<file path="src/rtl/dm_abs_cmd_ctrl.sv">
// dm_abs_cmd_ctrl: Debug Module abstract-command sequencer for Access Register commands.
//   sys_clk, sys_rstn            : clock, asynchronous active-low reset
//   command, cmd_update, data0   : command word, write strobe and data0 from the DM register file
//   cmd_finished, cmd_read_data  : one-cycle completion pulse and read result back to the register file
//   hart_halted                  : hart is in debug mode
//   cmderr_clr, cmderr, busy     : abstractcs.cmderr write-1-to-clear mask, cmderr and busy
//   dbg_reg_*                    : core debug register port (req/wr/is_gpr/addr/wdata out, ack/err/rdata in)
module dm_abs_cmd_ctrl #(
    parameter int DATA_WIDTH     = 32,
    parameter int TIMEOUT_CYCLES = 255,
    parameter int CNT_W          = 8
) (
    input  logic                  sys_clk,
    input  logic                  sys_rstn,
    input  logic [DATA_WIDTH-1:0] command,
    input  logic                  cmd_update,
    input  logic [DATA_WIDTH-1:0] data0,
    output logic                  cmd_finished,
    output logic [DATA_WIDTH-1:0] cmd_read_data,
    input  logic                  hart_halted,
    input  logic [2:0]            cmderr_clr,
    output logic [2:0]            cmderr,
    output logic                  busy,
    output logic                  dbg_reg_req,
    output logic                  dbg_reg_wr,
    output logic                  dbg_reg_is_gpr,
    output logic [11:0]           dbg_reg_addr,
    output logic [DATA_WIDTH-1:0] dbg_reg_wdata,
    input  logic                  dbg_reg_ack,
    input  logic                  dbg_reg_err,
    input  logic [DATA_WIDTH-1:0] dbg_reg_rdata
);
    typedef enum logic [1:0] {IDLE, DECODE, ACCESS, DONE} state_t;

    state_t                state;
    logic [7:0]            cmdtype_q;
    logic [2:0]            aarsize_q;
    logic                  postexec_q;
    logic                  transfer_q;
    logic                  write_q;
    logic [15:0]           regno_q;
    logic [DATA_WIDTH-1:0] data_q;
    logic [CNT_W-1:0]      cnt;
    logic                  dec_bad;
    logic                  is_gpr;
    logic                  reg_ok;
    logic                  go_access;
    logic                  timeout;
    logic [2:0]            err_code;
    logic [2:0]            cmderr_d;

    always_comb begin
        dec_bad   = (cmdtype_q != 8'd0) || (aarsize_q != 3'd2) || postexec_q;
        is_gpr    = regno_q[15:5] == 11'h080;
        reg_ok    = (regno_q[15:12] == 4'h0) || is_gpr;
        go_access = (cmderr == 3'd0) && !dec_bad && transfer_q && reg_ok && hart_halted;
        timeout   = cnt == CNT_W'(TIMEOUT_CYCLES - 1);
        // Decode/access errors take precedence over the busy-write error raised in the same cycle
        err_code  = (state == DECODE && cmderr == 3'd0 && dec_bad)                               ? 3'd2 :
                    (state == DECODE && cmderr == 3'd0 && transfer_q && !reg_ok)                 ? 3'd2 :
                    (state == DECODE && cmderr == 3'd0 && transfer_q && !hart_halted)            ? 3'd4 :
                    (state == ACCESS && dbg_reg_ack && dbg_reg_err)                              ? 3'd3 :
                    (state == ACCESS && !dbg_reg_ack && timeout)                                 ? 3'd3 :
                    (state != IDLE && cmd_update)                                                ? 3'd1 : 3'd0;
        // A new error beats a simultaneous clear but never replaces an existing code
        cmderr_d  = (err_code != 3'd0) ? ((cmderr == 3'd0) ? err_code : cmderr) : (cmderr & ~cmderr_clr);
    end

    always_ff @(posedge sys_clk or negedge sys_rstn) begin
        if (!sys_rstn) begin
            state          <= IDLE;
            cmdtype_q      <= '0;
            aarsize_q      <= '0;
            postexec_q     <= 1'b0;
            transfer_q     <= 1'b0;
            write_q        <= 1'b0;
            regno_q        <= '0;
            data_q         <= '0;
            cnt            <= '0;
            cmderr         <= '0;
            busy           <= 1'b0;
            cmd_finished   <= 1'b0;
            cmd_read_data  <= '0;
            dbg_reg_req    <= 1'b0;
            dbg_reg_wr     <= 1'b0;
            dbg_reg_is_gpr <= 1'b0;
            dbg_reg_addr   <= '0;
            dbg_reg_wdata  <= '0;
        end else begin
            cmderr        <= cmderr_d;
            cmd_finished  <= 1'b0;
            cmd_read_data <= '0;
            case (state)
                IDLE: if (cmd_update) begin
                    cmdtype_q  <= command[31:24];
                    aarsize_q  <= command[22:20];
                    postexec_q <= command[18];
                    transfer_q <= command[17];
                    write_q    <= command[16];
                    regno_q    <= command[15:0];
                    data_q     <= data0;
                    busy       <= 1'b1;
                    state      <= DECODE;
                end
                DECODE: if (go_access) begin
                    dbg_reg_req    <= 1'b1;
                    dbg_reg_wr     <= write_q;
                    dbg_reg_is_gpr <= is_gpr;
                    dbg_reg_addr   <= is_gpr ? {7'd0, regno_q[4:0]} : regno_q[11:0];
                    dbg_reg_wdata  <= data_q;
                    cnt            <= '0;
                    state          <= ACCESS;
                end else begin
                    cmd_finished <= 1'b1;
                    state        <= DONE;
                end
                ACCESS: begin
                    cnt <= cnt + 1'b1;
                    if (dbg_reg_ack || timeout) begin
                        dbg_reg_req    <= 1'b0;
                        dbg_reg_wr     <= 1'b0;
                        dbg_reg_is_gpr <= 1'b0;
                        dbg_reg_addr   <= '0;
                        dbg_reg_wdata  <= '0;
                        cmd_finished   <= 1'b1;
                        cmd_read_data  <= (dbg_reg_ack && !dbg_reg_err && !dbg_reg_wr) ? dbg_reg_rdata : '0;
                        state          <= DONE;
                    end
                end
                default: begin
                    busy  <= 1'b0;
                    state <= IDLE;
                end
            endcase
        end
    end
endmodule

</file>
<file path="config.mk">
export PLATFORM = sky130hd
export DESIGN_NAME = dm_abs_cmd_ctrl
export DESIGN_NICKNAME = d
export VERILOG_FILES = /design/src/rtl/dm_abs_cmd_ctrl.sv
export SDC_FILE = /design/constraint.sdc
export NUM_CORES = 1
export LEC_CHECK = 0
export CAP_MARGIN = 30
export CORE_ASPECT_RATIO = 0.7
export CORE_UTILIZATION = 50
export DETAILED_ROUTE_END_ITERATION = 6
export PLACE_DENSITY_LB_ADDON = 0.25
export SETUP_SLACK_MARGIN = 0.2
export SLEW_MARGIN = 20
export SYNTH_ARGS = -nofsm -noshare
export SYNTH_HDL_FRONTEND = slang
export SYNTH_SLANG_ARGS = --single-unit
</file>
<file path="constraint.sdc">
create_clock -name sys_clk -period 4.8 [get_ports sys_clk]
set_input_delay 0.96 -clock sys_clk [delete_from_list [all_inputs] [get_ports sys_clk]]
set_output_delay 0.96 -clock sys_clk [all_outputs]
set_load 0.02 [all_outputs]
</file>
==> run summary, run 1 <==
## Detailed routing
* **total number of vias** 4190
* **antenna-violating nets left** 0
* **overall routed net length** 13700 µm
* **WL/cell** 17.6 µm
* **number of design-rule violations left by the first detailed-router iteration** 282
* **DRT Pass-1 Iters** 5
* **ratio of routed vias to standard cells** 5.36
* **detailed-route DRC error count** 0

## CTS
* **buffer levels on the longest clock path** 2
* **clk slew on worst S/H paths** 0.07 ns
* **number of buffers inserted by post-CTS setup repair** 0
* **TritonCTS clock tree** built
* **clock insertion delay at the later pin of the skew report** 0.41 ns
* **Num Clock Sinks** 156
* **Post-CTS Hold Buffers** 0
* **number of levels in the clock H-tree** 4
* **Gates resized, CTS repair** 0
* **clock tree root driver cell** sky130_fd_sc_hd__clkbuf_16
* **number of buffers inserted during clock tree synthesis** 17

## Final layout
* **Final Instance Count excl. Fillers** 782
* **highest-count cells in the layout ignoring fill and taps** sky130_fd_sc_hd__clkdlybuf4s50_1, sky130_fd_sc_hd__dfrtp_1, sky130_fd_sc_hd__mux2_2, sky130_fd_sc_hd__a22o_1, sky130_fd_sc_hd__and2_1
* **leading cell type in the layout, fill and taps excluded** sky130_fd_sc_hd__clkdlybuf4s50_1
* **number of nets at the end of the flow** 723
* **share of post-route cells with drive strength above 1** 0.174
* **antenna cells** 0
* **Synth-to-Final Area Change** 43.0%

## STA
* **Max transition margin** 0.527
* **fmax** 351 MHz
* **minimum clock period** 2.85 ns
* **final count of hold timing violations** 0
* **number of endpoints failing setup at the final stage** 0
* **slack of the critical path** 1.95 ns
* **final number of max-transition violations** 0
* **Setup Skew** 0.00995 ns
* **RSZ-0062 raised after global routing** false
* **share of the clock period used by the worst path after layout** 0.593
* **actual slew at the worst max-slew pin** 0.707 ns
* **Fin Setup TNS** 0 ns
* **worst hold margin** 0.459 ns

## Status
* **run status** complete, no violations

## Worst setup path
* **crit path capture type** flip-flop
* **arrival time reported for the critical path endpoint** 3.14 ns
* **cell family with the largest share of critical-path delay** buffers and inverters
* **worst path cell trace** inv_1 > ha_1 > clkinv_1 > nor2_1 > o21ai_4 > buf_4 > a22o_1
* **type of origin of the critical path** flip-flop
* **required time worst endpoint** 5.09 ns
* **category of the critical setup timing path** flip-flop to flip-flop
* **Crit-path slowest cell** sky130_fd_sc_hd__nor2_1
* **critical path peak fanout** 44
* **reg-to-reg setup timing slack** 1.95 ns
* **largest incremental delay on the critical path** 0.60 ns
* **count of buffering cells on the critical path with inverters included** 3

## Synthesis
* **Post-Synthesis Cell Area** 6000 µm²
* **combinational family with the most area after synthesis** multiplexers
* **yosys synthesis warning count** 0
* **cell count after synthesis** 422
* **#FFs+latches synth** 156
* **complex-gate fraction of the synthesized area** 0.107
* **proportion of synthesized area in mux cells** 0.120
* **sequential fraction of the synthesis area** 0.651
* **largest area contributor in the netlist** sky130_fd_sc_hd__dfrtp_1
* **xor-xnor portion of the synthesized cell area** 0
* **adder and majority gate portion of the synthesized area** 0.0125
* **post-synth net total** 533
* **top cell type's share of synthesized area** 0.651
* **leading cell types by total area after synthesis** sky130_fd_sc_hd__dfrtp_1, sky130_fd_sc_hd__mux2_2, sky130_fd_sc_hd__a22o_1
* **number of library cell types mapped by synthesis** 40
* **Synth Area in Simple Gates** 0.0849
* **synthesized area divided by synthesized cell count** 14.2 µm²

## Die
* **Core Region** 11700 µm²
* **initial core utilization** 0.513
* **DIE AREA** 12400 µm²
* **FP Rows** 33
* **I/O pins** 189
* **vertical die dimension** 93.6 µm
* **die width** 133 µm

## GRT
* **number of antenna violations at the first check in global routing** 0
* **largest net degree at the start of global routing** 58
* **GRT Total Usage** 0.232
* **number of global-route vias before repair** 4276
* **grt total ovfl** 0
* **global-route wire length before repair** 22000 µm

## Pwr
* **worst vdd ir** 0.000301 V
* **Power, Total** 4090 µW
* **sw frac** 0.308
* **switching power** 1260 µW
* **power density cells** 477 nW/µm²
* **Combinational Power Share** 0.246
* **clock share of power** 0.307
* **static leakage** 0.00381 µW
* **Flop pwr share** 0.447
* **cell internal power dissipation** 2830 µW

## Job
* **max-capacitance violation count** 0

## Place
* **quantity of I/O buffers inserted on ports** 186
* **half-perimeter wire length after detailed placement** 9250 µm
* **worst slack after detailed placement** 1.69 ns
* **count of placed standard cells including taps** 749
* **final weighted congestion in routability-driven placement** 0.835

## Worst hold path
* **Hold WC Path Type** input port to asynchronous set/reset pin

[synthesized netlist by cell type]
| cell | number |
|---|---|
| sky130_fd_sc_hd__a22o_1 | 46 |
| sky130_fd_sc_hd__a211o_1 | 1 |
| sky130_fd_sc_hd__dfrtp_1 | 156 |
| sky130_fd_sc_hd__nor4b_1 | 1 |
| sky130_fd_sc_hd__nor4_1 | 5 |
| sky130_fd_sc_hd__a21o_1 | 2 |
| sky130_fd_sc_hd__clkbuf_1 | 11 |
| sky130_fd_sc_hd__a21oi_1 | 3 |
| sky130_fd_sc_hd__nor3b_1 | 1 |
| sky130_fd_sc_hd__buf_4 | 1 |
| sky130_fd_sc_hd__nand3_1 | 8 |
| sky130_fd_sc_hd__a21boi_0 | 1 |
| sky130_fd_sc_hd__nand4_1 | 4 |
| sky130_fd_sc_hd__and3b_1 | 1 |
| sky130_fd_sc_hd__ha_1 | 6 |
| sky130_fd_sc_hd__o21ai_2 | 1 |
| sky130_fd_sc_hd__or2_2 | 1 |
| sky130_fd_sc_hd__clkinv_1 | 1 |
| sky130_fd_sc_hd__o21ai_0 | 8 |
| sky130_fd_sc_hd__o32ai_1 | 1 |
| sky130_fd_sc_hd__mux2_2 | 64 |
| sky130_fd_sc_hd__nor2_1 | 11 |
| sky130_fd_sc_hd__nand2_1 | 8 |
| sky130_fd_sc_hd__o22ai_1 | 3 |
| sky130_fd_sc_hd__nor3_1 | 6 |
| sky130_fd_sc_hd__a32oi_1 | 1 |
| sky130_fd_sc_hd__a31oi_1 | 1 |
| sky130_fd_sc_hd__o21bai_1 | 2 |
| sky130_fd_sc_hd__inv_1 | 6 |
| sky130_fd_sc_hd__o211ai_1 | 2 |
| sky130_fd_sc_hd__or3_1 | 1 |
| sky130_fd_sc_hd__or4_1 | 1 |
| sky130_fd_sc_hd__a32o_1 | 6 |
| sky130_fd_sc_hd__and3_1 | 4 |
| sky130_fd_sc_hd__nand2b_1 | 4 |
| sky130_fd_sc_hd__nor3_4 | 1 |
| sky130_fd_sc_hd__buf_6 | 4 |
| sky130_fd_sc_hd__and2_1 | 32 |
| sky130_fd_sc_hd__o41a_1 | 1 |
| sky130_fd_sc_hd__buf_2 | 5 |
[sequential cells by signal (all words and copies together), names as in the netlist, 8 cells and up]
signal         cells
cmd_read_data     32
dbg_reg_addr      12
dbg_reg_wdata     32
cnt                8
regno_q           16
cmdtype_q          8
data_q            32
[metal layers]
| metal | up-vias | part of all wire | track usage | wire length [µm] |
|---|---|---|---|---|
| met4 | 0 | 0.013 | 0.0852 | 175 |
| met3 | 16 | 0.093 | 0.0862 | 1280 |
| met1 | 2070 | 0.43 | 0.299 | 5890 |
| li1 | 1923 | - | - | - |
| met5 | - | 0 | 0 | 0 |
| met2 | 181 | 0.47 | 0.361 | 6410 |
[cell families (layout without fill, tap and decap cells)]
logic type               Yosys count  after routing
multiplexers                      64             64
adder cells (fa/ha/maj)            6              6
flip-flops                       156            156
buffers and inverters             28            231
AO/OA/AOI/OAI                     79             79
AND/OR/NAND/NOR                   89             89
[cell type report]
class | instances | area, µm²
clock inverter | 15 | 129
clock buffer | 17 | 425
inverter | 7 | 26.3
sequential | 156 | 3900
timing repair buffer | 192 | 1930
tap | 157 | 196
fill | 773 | 3110
multi-input combinational | 238 | 1960
[through the flow]
| step | utilization | instance area [µm²] |
|---|---|---|
| 2_1_floorplan | - | 6000 |
| 3_3_place_gp | 0.684 | 7990 |
| 3_5_place_dp | 0.684 | 7990 |
| 4_1_cts | 0.731 | 8540 |
| 5_1_grt | 0.734 | 8570 |
| 6_report | 0.734 | 8570 |
[final timing paths]
check / end / cells past startpoint / start
hold / removal: dbg_reg_wdata[29] / 1 / sys_rstn
hold reg to reg: dbg_reg_addr[1] / 1 / regno_q[1]
min in group sys_clk: dbg_reg_addr[1] / 1 / regno_q[1]
setup reg to reg: dbg_reg_wdata[6] / 7 / state[0]
setup / recovery: dbg_reg_wdata[6] / 7 / state[0]
max in group asynchronous: data_q[4] / 2 / sys_rstn
[power by group through the flow]
stage / clock network [µW] / logic, µW / registers (µW)
global placement: 0 / 964 / 1820
detailed placement: 0 / 1010 / 1850
finish: 1260 / 1010 / 1830
floorplan: 0 / 675 / 1830
CTS: 1290 / 1010 / 1830
global route: 1340 / 1100 / 1870
Note: power is estimated with default switching activity, not from simulation.
==> run 2: changes to the inputs <==
--- a/config.mk
+++ b/config.mk
@@ -7,7 +7,7 @@
 export LEC_CHECK = 0
 export CAP_MARGIN = 30
 export CORE_ASPECT_RATIO = 0.7
-export CORE_UTILIZATION = 50
+export CORE_UTILIZATION = 46
 export DETAILED_ROUTE_END_ITERATION = 6
 export PLACE_DENSITY_LB_ADDON = 0.25
 export SETUP_SLACK_MARGIN = 0.2
==> constraint.sdc (replaced) <==
create_clock -name sys_clk -period 2.72 [get_ports sys_clk]
set_input_delay 0.544 -clock sys_clk [delete_from_list [all_inputs] [get_ports sys_clk]]
set_output_delay 0.544 -clock sys_clk [all_outputs]
set_load 0.02 [all_outputs]
==> run 2 against run 1 <==
The run now ends with design-rule violations left. Critical endpoint is now cnt[6]. Non-clock buffer count rose by 11. Count of clock-buffer cells in the layout grew 1. Highest routed layer unchanged. Sequential share of layout area shrank 0.84 points. Sequential power rose by 76%. Critical path type unchanged. Power up 79%. First-iteration DRC count decreased by 14%. Worst hold slack worse by 0.33 ns. Combinational power increased by 84%. Via count rose by 1.1%. Cell area is 1.9% higher.
==> run summary, run 2 (synthesis results as in run 1) <==
## STA
* **minimum clock period** 2.46 ns, was 2.85 ns
* **Setup Skew** 0.0173 ns, was 0.00995 ns
* **Fin Setup TNS** 0 ns, unchanged
* **Max transition margin** 0.548, was 0.527
* **worst hold margin** 0.126 ns, was 0.459 ns
* **actual slew at the worst max-slew pin** 0.677 ns, was 0.707 ns
* **share of the clock period used by the worst path after layout** 0.904, was 0.593
* **fmax** 407 MHz, was 351 MHz
* **final count of hold timing violations** 0, unchanged
* **RSZ-0062 raised after global routing** false, unchanged
* **final number of max-transition violations** 0, unchanged
* **number of endpoints failing setup at the final stage** 0, unchanged

## Pwr
* **power density cells** 840 nW/µm², was 477 nW/µm²
* **Combinational Power Share** 0.253, was 0.246
* **sw frac** 0.300, was 0.308
* **Flop pwr share** 0.439, was 0.447
* **cell internal power dissipation** 5130 µW, was 2830 µW
* **worst vdd ir** 0.000477 V, was 0.000301 V
* **switching power** 2200 µW, was 1260 µW
* **clock share of power** 0.307, about the same
* **static leakage** 0.00388 µW, was 0.00381 µW

## Place
* **half-perimeter wire length after detailed placement** 9730 µm, was 9250 µm
* **final weighted congestion in routability-driven placement** 0.860, was 0.835
* **quantity of I/O buffers inserted on ports** 186, unchanged

## Worst setup path
* **crit path capture type** flip-flop, unchanged
* **capture point of the critical path** cnt[6], was dbg_reg_wdata[6]
* **arrival time reported for the critical path endpoint** 2.75 ns, was 3.14 ns
* **number of cells on the worst reg-to-reg path** 7, unchanged
* **launching point of the worst reg2reg path** regno_q[8], was state[0]
* **end of the worst register-to-register path** cnt[6], was dbg_reg_wdata[6]
* **reg-to-reg setup timing slack** 0.26 ns, was 1.95 ns
* **crit path launch** regno_q[8], was state[0]
* **critical path peak fanout** 5, was 44
* **type of origin of the critical path** flip-flop, unchanged
* **required time worst endpoint** 3.01 ns, was 5.09 ns
* **category of the critical setup timing path** flip-flop to flip-flop, unchanged

## GRT
* **GRT met3 Usage** 0.0956, was 0.0862
* **number of global-route vias before repair** 4368, was 4276
* **global-route met2 utilization** 0.356, was 0.361
* **most utilized layer in the global route result** met2, unchanged
* **largest net degree at the start of global routing** 73, was 58
* **grt total ovfl** 0, unchanged
* **number of antenna violations at the first check in global routing** 0, unchanged
* **GRT Total Usage** 0.223, was 0.232
* **global-route wire length before repair** 23100 µm, was 22000 µm
* **met1 Use GR** 0.279, was 0.299

## Die
* **initial core utilization** 0.478, was 0.513
* **Core Region** 12500 µm², was 11700 µm²
* **I/O pins** 189, unchanged
* **vertical die dimension** 97.5 µm, was 93.6 µm
* **die width** 138 µm, was 133 µm
* **DIE AREA** 13500 µm², was 12400 µm²
* **FP Rows** 34, was 33

## CTS
* **clk slew on worst S/H paths** 0.06 ns, was 0.07 ns
* **clock tree root driver cell** sky130_fd_sc_hd__clkbuf_16, unchanged
* **Num Clock Sinks** 156, unchanged
* **Post-CTS Hold Buffers** 0, unchanged
* **number of buffers inserted during clock tree synthesis** 17, unchanged
* **number of levels in the clock H-tree** 4, unchanged
* **TritonCTS clock tree** built, unchanged
* **buffer levels on the longest clock path** 2, unchanged
* **clock insertion delay at the later pin of the skew report** 0.42 ns, was 0.41 ns

## Final layout
* **leading cell type in the layout, fill and taps excluded** sky130_fd_sc_hd__clkdlybuf4s50_1, unchanged
* **Synth-to-Final Area Change** 45.6%, was 43.0%
* **Multi-input gate area** 1980 µm², was 1960 µm²
* **antenna cells** 0, unchanged
* **final core utilization** 0.696, was 0.734
* **count of fill cells added during filler insertion** 856, was 773
* **share of post-route cells with drive strength above 1** 0.189, was 0.174
* **highest-count cells in the layout ignoring fill and taps** sky130_fd_sc_hd__clkdlybuf4s50_1, sky130_fd_sc_hd__dfrtp_1, sky130_fd_sc_hd__mux2_2, sky130_fd_sc_hd__a22o_1, sky130_fd_sc_hd__and2_1, unchanged
* **number of nets at the end of the flow** 734, was 723
* **top flop regs** cmd_read_data: 32 flops, data_q: 32 flops, dbg_reg_wdata: 32 flops, unchanged
* **combined flip-flop and latch cell area** 3900 µm², unchanged

## Detailed routing
* **WL/cell** 17.9 µm, was 17.6 µm
* **overall routed net length** 14300 µm, was 13700 µm
* **number of design-rule violations left by the first detailed-router iteration** 243, was 282
* **detailed-route DRC error count** 14, was 0
* **antenna-violating nets left** 0, unchanged
* **DRT Pass-1 Iters** 7, was 5
* **total number of vias** 4234, was 4190
* **ratio of routed vias to standard cells** 5.31, was 5.36

## Worst hold path
* **Hold WC Path Type** input port to asynchronous set/reset pin, unchanged

## Status
* **run status** finished with violations, was complete, no violations
* **violations in the final reports** design-rule violations

## Job
* **max-capacitance violation count** 0, unchanged

run 2: cell types whose count changed in the layout (fill, tap and decap cells not counted), moves of 2 or more:
cell                         delta
sky130_fd_sc_hd__clkinv_2       -2
sky130_fd_sc_hd__buf_12         +4
sky130_fd_sc_hd__buf_4          +6
sky130_fd_sc_hd__clkinvlp_4     +2
sky130_fd_sc_hd__inv_8          -2
run 2: critical path: stages, from the launching register on:
cell	delay, ns
sky130_fd_sc_hd__dfrtp_1	0.39
sky130_fd_sc_hd__or4_4	0.55
sky130_fd_sc_hd__o41a_1	0.49
sky130_fd_sc_hd__nor3_4	0.27
sky130_fd_sc_hd__buf_4	0.17
sky130_fd_sc_hd__buf_4	0.12
sky130_fd_sc_hd__o21ai_0	0.12
sky130_fd_sc_hd__a32o_1	0.23
run 2: through the flow:
step           total power [µW]  instance area [µm²]  instances  setup WS (ns)
5_1_grt                    7730                 8730        797          0.171
4_1_cts                    7370                 8670        793          0.226
6_report                   7340                 8730        797          0.261
3_5_place_dp               5100                 8110        762          0.260
2_1_floorplan              4420                 6000        422          0.381
3_3_place_gp               4980                 8110        762          0.305
run 2: what timing repair did:
item,in CTS,in global routing
setup buffers,0,3
gates resized for setup,0,4
endpoints found under the setup margin,0,42
run 2: per-layer routing:
layer	up-vias	wire length, µm
met3	21	1300
met1	2104	6040
li1	1938	-
met5	-	0
met4	0	137
met2	171	6800
run 2: cell type report:
type	instances	share of cell area
Sequential cell	156	0.447
Timing Repair Buffer	203	0.236
Multi-Input combinational cell	238	0.226
Clock buffer	18	0.0491
Tap cell	162	0.0232
Clock inverter	13	0.0152
Inverter	7	0.00301
run 2: worst min-delay path by stage:
stage | cells past startpoint | startpoint | endpoint | slack, ns
2_1_floorplan | 0 | sys_rstn | aarsize_q[0] | 0.25
3_3_place_gp | 1 | dbg_reg_req | dbg_reg_req | 0.46
3_5_place_dp | 1 | data_q[30] | dbg_reg_wdata[30] | 0.47
4_1_cts | 1 | sys_rstn | dbg_reg_addr[3] | 0.16
5_1_grt | 1 | sys_rstn | cmd_finished | 0.19
6_report | 1 | sys_rstn | cnt[2] | 0.13
run 2: power by group through the flow:
| stage | registers [µW] | logic [µW] | clock network [µW] |
|---|---|---|---|
| final | 3220 | 1860 | 2250 |
| after global routing | 3300 | 2020 | 2410 |
| after CTS | 3220 | 1850 | 2300 |
| after detailed placement | 3260 | 1830 | 0 |
| after global placement | 3220 | 1770 | 0 |
| after floorplan | 3230 | 1190 | 0 |
